[config.mk]
export PLATFORM = sky130hd
export DESIGN_NAME = sat_counter
export DESIGN_NICKNAME = d
export VERILOG_FILES = /design/src/rtl/sat_counter.sv
export SDC_FILE = /design/constraint.sdc
export NUM_CORES = 1
export LEC_CHECK = 0
export CORE_AREA = 2 2 39 41
export CTS_BUF_LIST = sky130_fd_sc_hd__clkbuf_2 sky130_fd_sc_hd__clkbuf_4 sky130_fd_sc_hd__clkbuf_8
export DETAILED_ROUTE_END_ITERATION = 12
export DIE_AREA = 0 0 41 43
export MAX_ROUTING_LAYER = met4
export PLACE_DENSITY = 0.66
export SLEW_MARGIN = 0
export SYNTH_ARGS = -nofsm -noshare
export SYNTH_HDL_FRONTEND = slang
export SYNTH_SLANG_ARGS = --single-unit
export TNS_END_PERCENT = 100
[constraint.sdc]
create_clock -name clk -period 3.6 [get_ports clk]
set_input_delay 0.54 -clock clk [delete_from_list [all_inputs] [get_ports clk]]
set_output_delay 0.54 -clock clk [all_outputs]
set_load 0.02 [all_outputs]
[src/rtl/sat_counter.sv]
// Free-running up-counter that stops at a programmable maximum.
// Asynchronous active-high clear; at_max is a combinational decode of the count register.
module sat_counter #(
  parameter int          count_width = 8,
  parameter int unsigned count_max   = 255
) (
  input  logic                   clk,
  input  logic                   reset,
  output logic [count_width-1:0] count,
  output logic                   at_max
);

  // Clamp the requested maximum to what the register can hold, computed in 64 bits so count_width=32 is safe.
  localparam longint unsigned lp_width_max = (64'd1 << count_width) - 64'd1;
  localparam longint unsigned lp_req_max   = 64'(count_max);
  localparam longint unsigned lp_eff_full  = (lp_req_max > lp_width_max) ? lp_width_max : lp_req_max;
  localparam logic [count_width-1:0] lp_eff_max = lp_eff_full[count_width-1:0];

  logic [count_width-1:0] r_count;

  // NOTE: state registers use non-blocking assignments so every flop samples pre-edge values.
  always_ff @(posedge clk or posedge reset) begin
    if (reset) begin
      r_count <= '0;
    end else if (r_count < lp_eff_max) begin
      r_count <= r_count + count_width'(1);
    end
  end

  assign count  = r_count;
  assign at_max = (r_count == lp_eff_max);

endmodule

==> Word level (Yosys, flattened, before mapping) <==
Cells that the tools add are included.
{ "classes": {"n_eq_ne": 1, "n_lt_le_gt_ge": 1, "addsub": 1} }
{ "op_table": {"columns": ["op", "n"], "rows": [
  ["$add 8x1->8 const B", 1],
  ["$eq 8x8->1 const B", 1],
  ["$lt 8x8->1 const B", 1]
]} }
{ "totals": {"in_bits": 2, "ff_bits": 8} }

==> Logic depth before layout (Yosys ltp) <==
Gate-level depths: netlist (run 1).
{ "depth": {"depth_word": 1, "mapped_depth": 4, "ltp_nobuf": 4} }

==> Least setup slack after synthesis (run 1) <==
Ideal clock, no wire load.
{ "synth_path": {"kind": "register to output", "start": "register r_count[0], in the netlist count[0]", "end": "output at_max", "required_ps": 3060, "t_arrival_ps": 1246, "stages_incl_launch_ff": 4, "slack_ps": 1814, "path_buffers": 0, "path_cell_list": "dfrtp_1 > ha_1 > nand3_2 > nor3_4"} }
{ "synth_between": {"elab_chain_cells": 1} }
{ "synth_lines": {"columns": ["element", "line", "text"], "rows": [
  ["start, declared", "19", "logic [count_width-1:0] r_count;"],
  ["start signal, assigned", "26", "r_count <= r_count + count_width'(1);"],
  ["$eq 8x8->1", "31", "assign at_max = (r_count == lp_eff_max);"],
  ["end, declared", "10", "output logic at_max"]
]} }
No other way between the ends.

==> Final worst setup path (run 1) <==
Same ends and word-level chain as after synthesis.

==> impl_metrics.toml, run 1 <==
[layout]
largest_reg_flops = 8
final_cells = 65
antenna_cells = 0
final_area_sq_um = 545.5
layout-drive-gt1-share_pct = 14.29
nFillCells = 127
layout.nets = 54
area_delta_synth_final_pct = 35.40

[route]
post_drt_wl_per_cell_um = 11.62
first_iter_violations = 1
avgViaCountPerCell = 4.877
antenna_left = 0
drt-total-wl_um = 755
drc = 0
vias = 317
firstDrtPassIters = 2

[clocking]
hold_buffers = 0
clockRootBuffer = "clkbuf_4"
cts_sinks = 8
cts_buffers = 3
cts_tree = "done"
path_clk_slew_ns = 0.05
clock_latency_ns = 0.25
ctsResizeCount = 0
postCtsSetupBuffers = 0
clockBufferDepth = 2
h-tree-depth = 1

[place]
dp_slack_ns = 1.339
routabilityCongestion = 0.7558
dp_hpwl_um = 573.2
placed_cell_area_sq_um = 523.0
dp.cells = 62
io_buffers = 10

[global_routing]
grt_pass1_vias = 332
antenna_found_initial = 0
grt_pass1_wl_um = 1304
grt_max_degree = 9
grt_usage_pct = 11.21
gr-total-overflow = 0

[setup_path]
startpoint = "count[0]"
r2r_setup_slack_ns = 2.07
rr_worst_depth = 4
crit_arrival_ns = 1.98
cp-endpoint = "at_max"
critical_path_class = "flop to primary output"
cp.required_ns = 3.06
reg2reg_from = "count[0]"
r2r-end = "count[1]"
endpoint_kind = "primary output"
setup.worst_path.start_class = "flop"
cp_max_fo = 5

[sta]
fin_ws_ns = 1.084
finalSetupTns_ns = 0
finClkSkew_ns = 0.001281
hold_viol = 0
finalCritPeriodShare_pct = 69.89
drv_slew = 0
rsz0062_at_grt = "false"
period_minus_slack_ns = 2.516
slew_headroom_pct = 79.90
setup_viol = 0
worst-slew-pin-transition_ns = 0.3012
max_freq_ghz = 0.3974

[die]
die_y_um = 43
pin_count = 11
design.die.area_sq_mm = 0.001763
dieWidth_um = 41
core_area_sq_mm = 0.001384
initial_core_util_pct = 29.11
rows = 14

[pwr]
leakagePower_nw = 0.2278
clock_power_share_pct = 42.2
p_switching_mw = 0.03142
power_density_mw_per_mm2 = 294.3
seqPwrFrac_pct = 56.1
comb_power_share_pct = 1.7
p_int_mw = 0.1291
p_sw_share_pct = 19.57
ir_worst_vdd_mv = 0.1146

[outcome]
status = "finished, final reports clean"

[synthesis]
synth_cells = 36
synth_area_leader_cell = "dfrtp_1"
synth_area_sq_um = 402.9
synth_nets = 39
synth.area.top_cells = "dfrtp_1, mux2_1, a31oi_1"
syn_avg_cell_area_sq_um = 11.19
synth_cell_types = 18
yosysWarnings = 0
ys_seq_area_share_pct = 49.69
ys_seq_elements = 8
synth_top_area_share_pct = 49.69

[run]
drv_cap = 0

[hold_path]
hp-class = "primary input to asynchronous set/reset pin"
-- layout by cell type, fill, tap and decap left out --
cell	Yosys	final
nand4_1	1	1
nor3_4	1	1
o21a_1	1	1
mux2i_1	1	1
a21oi_1	3	3
mux2_1	2	2
nand2_1	5	5
nand3_2	1	1
and4_4	1	1
clkbuf_4	0	3
a31oi_1	3	3
nand2b_1	1	1
ha_1	1	1
inv_1	1	1
mux2_4	1	1
clkdlybuf4s50_1	0	10
and4_1	1	1
xnor2_1	1	1
dfrtp_1	8	8
nor2_1	3	3
-- stage by stage --
step	power, mW	util, %	hold WS (ns)
global route	0.1704	39.42	0.5655
finish	0.1605	39.42	0.5329
floorplan	0.09296	-	0.3557
global placement	0.09458	37.79	0.5318
detailed placement	0.09456	37.79	0.5417
CTS	0.1644	39.42	0.5475
-- layer usage --
| layer | routed length [um] | vias up | GRT usage, % |
|---|---|---|---|
| li1 | - | 159 | - |
| met1 | 358 | 147 | 14.57 |
| met2 | 355 | 9 | 15.31 |
| met3 | 28 | 2 | 1.571 |
| met4 | 14 | 0 | 8.000 |
| met5 | 0 | - | - |
-- power groups by stage --
stage | Combinational, mW | Sequential, mW | Clock (mW)
final | 0.00278 | 0.0900 | 0.0677
after detailed placement | 0.00300 | 0.0916 | 0
after floorplan | 0.00140 | 0.0916 | 0
after global routing | 0.00335 | 0.0898 | 0.0772
after CTS | 0.00303 | 0.0899 | 0.0714
after global placement | 0.00302 | 0.0916 | 0
-- worst min path at each step --
stage	slack [ns]	endpoint	depth (start not counted)	start
global placement	0.53	count[0]	1	count[0]
finish	0.53	count[5]	2	reset
CTS	0.55	count[7]	2	reset
global route	0.57	count[2]	2	reset
floorplan	0.36	count[0]	1	reset
detailed placement	0.54	count[0]	1	count[0]
-- layout make-up --
class / count / area [sq um] / share of cell area [%]
clock buffer: 3 / 22.52 / 4.128
multi-input combinational: 27 / 198.9 / 36.47
inverter: 1 / 3.754 / 0.6881
timing repair buffer: 10 / 100.1 / 18.35
tap: 16 / 20.02 / 3.670
sequential: 8 / 200.2 / 36.70
-- synthesized netlist by cell type, drive strengths merged --
cell    count
nand2b      1
a21oi       3
nand2       5
ha          1
nor3        1
mux2        3
a31oi       3
nor2        3
inv         1
o21a        1
xnor2       1
mux2i       1
nand4       1
nand3       1
and4        2
dfrtp       8
-- worst max-delay path, stage by stage, from the launching register on --
cell and delay, ns:
dfrtp_1 0.41, ha_1 0.25, nand3_2 0.15, nor3_4 0.27
clkdlybuf4s50_1 0.65
-- logic make-up (layout without fill, tap and decap cells) --
| logic type | after synthesis | in the layout | share of synthesized area [%] |
|---|---|---|---|
| buf+inv | 1 | 14 | 0.9308 |
| fa+ha+maj | 1 | 1 | 3.105 |
| simple gates | 14 | 14 | 22.05 |
| flops | 8 | 8 | 49.69 |
| mux | 4 | 4 | 11.80 |
| compound gates | 7 | 7 | 10.25 |
| xor+xnor | 1 | 1 | 2.174 |
No activity file was read; power rests on OpenSTA's default activity.
==> run 2, diff against run 1 <==
clock period = 2.4 ns   (was 3.6 ns; I/O delays follow)
==> impl_metrics.toml, run 2 (synthesized netlist as in run 1, its figures left out) <==
[outcome]
status = "finished, final reports clean"

[clocking]
path_clk_slew_ns = 0.05
clockRootBuffer = "clkbuf_4"
clockBufferDepth = 2
cts_buffers = 3
clock_latency_ns = 0.25
hold_buffers = 0
h-tree-depth = 1
cts_tree = "done"
cts_sinks = 8

[sta]
setup_viol = 0
hold_viol = 0
drv_slew = 0
slew_headroom_pct = 79.53
finClkSkew_ns = 0.002772
finalCritPeriodShare_pct = 81.25
worst-slew-pin-transition_ns = 0.3068
max_freq_ghz = 0.5128
period_minus_slack_ns = 1.950
rsz0062_at_grt = "false"
hold_ws_ns = 0.3548
finalSetupTns_ns = 0

[layout]
nFillCells = 140
utilization_pct = 39.60
layout_commonest_cell = "clkdlybuf4s50_1"
layout.nets = 54
largest_reg_flops = 8
final_cell_mix = "clkdlybuf4s50_1, dfrtp_1, nand2_1"
area_delta_synth_final_pct = 36.03
layout-drive-gt1-share_pct = 14.29
final_area_sq_um = 548.0
antenna_cells = 0

[setup_path]
cp.required_ns = 2.04
cp_max_fo = 5
rr_worst_depth = 4
cp_slowest_cell = "dfrtp_1"
crit_chain = "ha_1 > nand3_2 > nor3_4 > dlymetal6s2s_1"
endpoint_kind = "primary output"
cpPeakStageDelay_ns = 0.42
path_depth = 4
startpoint = "count[0]"
critPathTopFamily = "flip-flops"
critPathBufInv = 1
critical_path_class = "flop to primary output"
reg2reg_from = "count[0]"
crit_arrival_ns = 1.59
setup.worst_path.start_class = "flop"

[place]
io_buffers = 10
placed_cell_area_sq_um = 523.0
dp_hpwl_um = 543.2
routabilityCongestion = 0.7637

[global_routing]
antenna_found_initial = 0
grt_max_degree = 9
gr-total-overflow = 0
grt_pass1_vias = 273
grt_usage_pct = 11.12
grt_pass1_wl_um = 1242

[die]
rows = 14
initial_core_util_pct = 29.11
dieWidth_um = 41
design.die.area_sq_mm = 0.001763
pin_count = 11
die_y_um = 43
core_area_sq_mm = 0.001384

[hold_path]
hp-class = "primary input to asynchronous set/reset pin"

[route]
post_drt_wl_per_cell_um = 12.06
drc = 0
avgViaCountPerCell = 4.892
first_iter_violations = 15
antenna_left = 0
vias = 318
firstDrtPassIters = 4
drt-total-wl_um = 784

[pwr]
ir_worst_vdd_mv = 0.1868
leakagePower_nw = 0.2466
power_density_mw_per_mm2 = 439.6
total_power_mw = 0.2409

[run]
drv_cap = 0
run 2: changes by cell type in the layout (fill, tap and decap cells not counted):
cell	delta
dlymetal6s2s_1	+1
clkdlybuf4s50_1	-1
run 2: metal layers:
metal | GRT usage (%) | wire length (um)
met1 | 15.28 | 362
met2 | 13.44 | 379
met3 | 1.571 | 41
met4 | 10.00 | 0
met5 | - | 0
run 2: worst paths after layout:
kind / to / slack, ns
min in group clk: count[0] / 0.56
worst max register to register: count[1] / 0.86
worst min register to register: count[0] / 0.56
worst max-delay path: at_max / 0.45
max in group asynchronous: count[0] / 1.81
worst min-delay path: count[5] / 0.35
run 2: cell type report:
type                       instances  area, sq um  area share [%]
multi-input combinational         27        198.9           36.30
tap                               16        20.02           3.653
timing repair buffer              10        102.6           18.72
sequential                         8        200.2           36.53
clock buffer                       3        22.52           4.110
inverter                           1        3.754          0.6849
run 2: timing repair:
| item | 4_1_cts | 5_1_grt |
|---|---|---|
| setup buffers | 0 | 0 |
| gates resized for setup | 0 | 1 |
| setup endpoints to repair | 0 | 1 |
| endpoints found under the hold margin | 0 | 0 |
run 2: per-stage QoR:
step | std cells | setup WS [ns]
final | 65 | 0.4501
after detailed placement | 62 | 0.3200
after CTS | 65 | 0.03389
after global placement | 62 | 0.3414
after floorplan | 36 | 0.6779
after global routing | 65 | 0.3418
run 2: power breakdown:
| group | total [mW] | internal, mW | switching (mW) |
|---|---|---|---|
| Sequential | 0.135 | 0.135 | 0 |
| Combinational | 0.00422 | 0.00152 | 0.00270 |
| Clock | 0.102 | 0.0571 | 0.0445 |
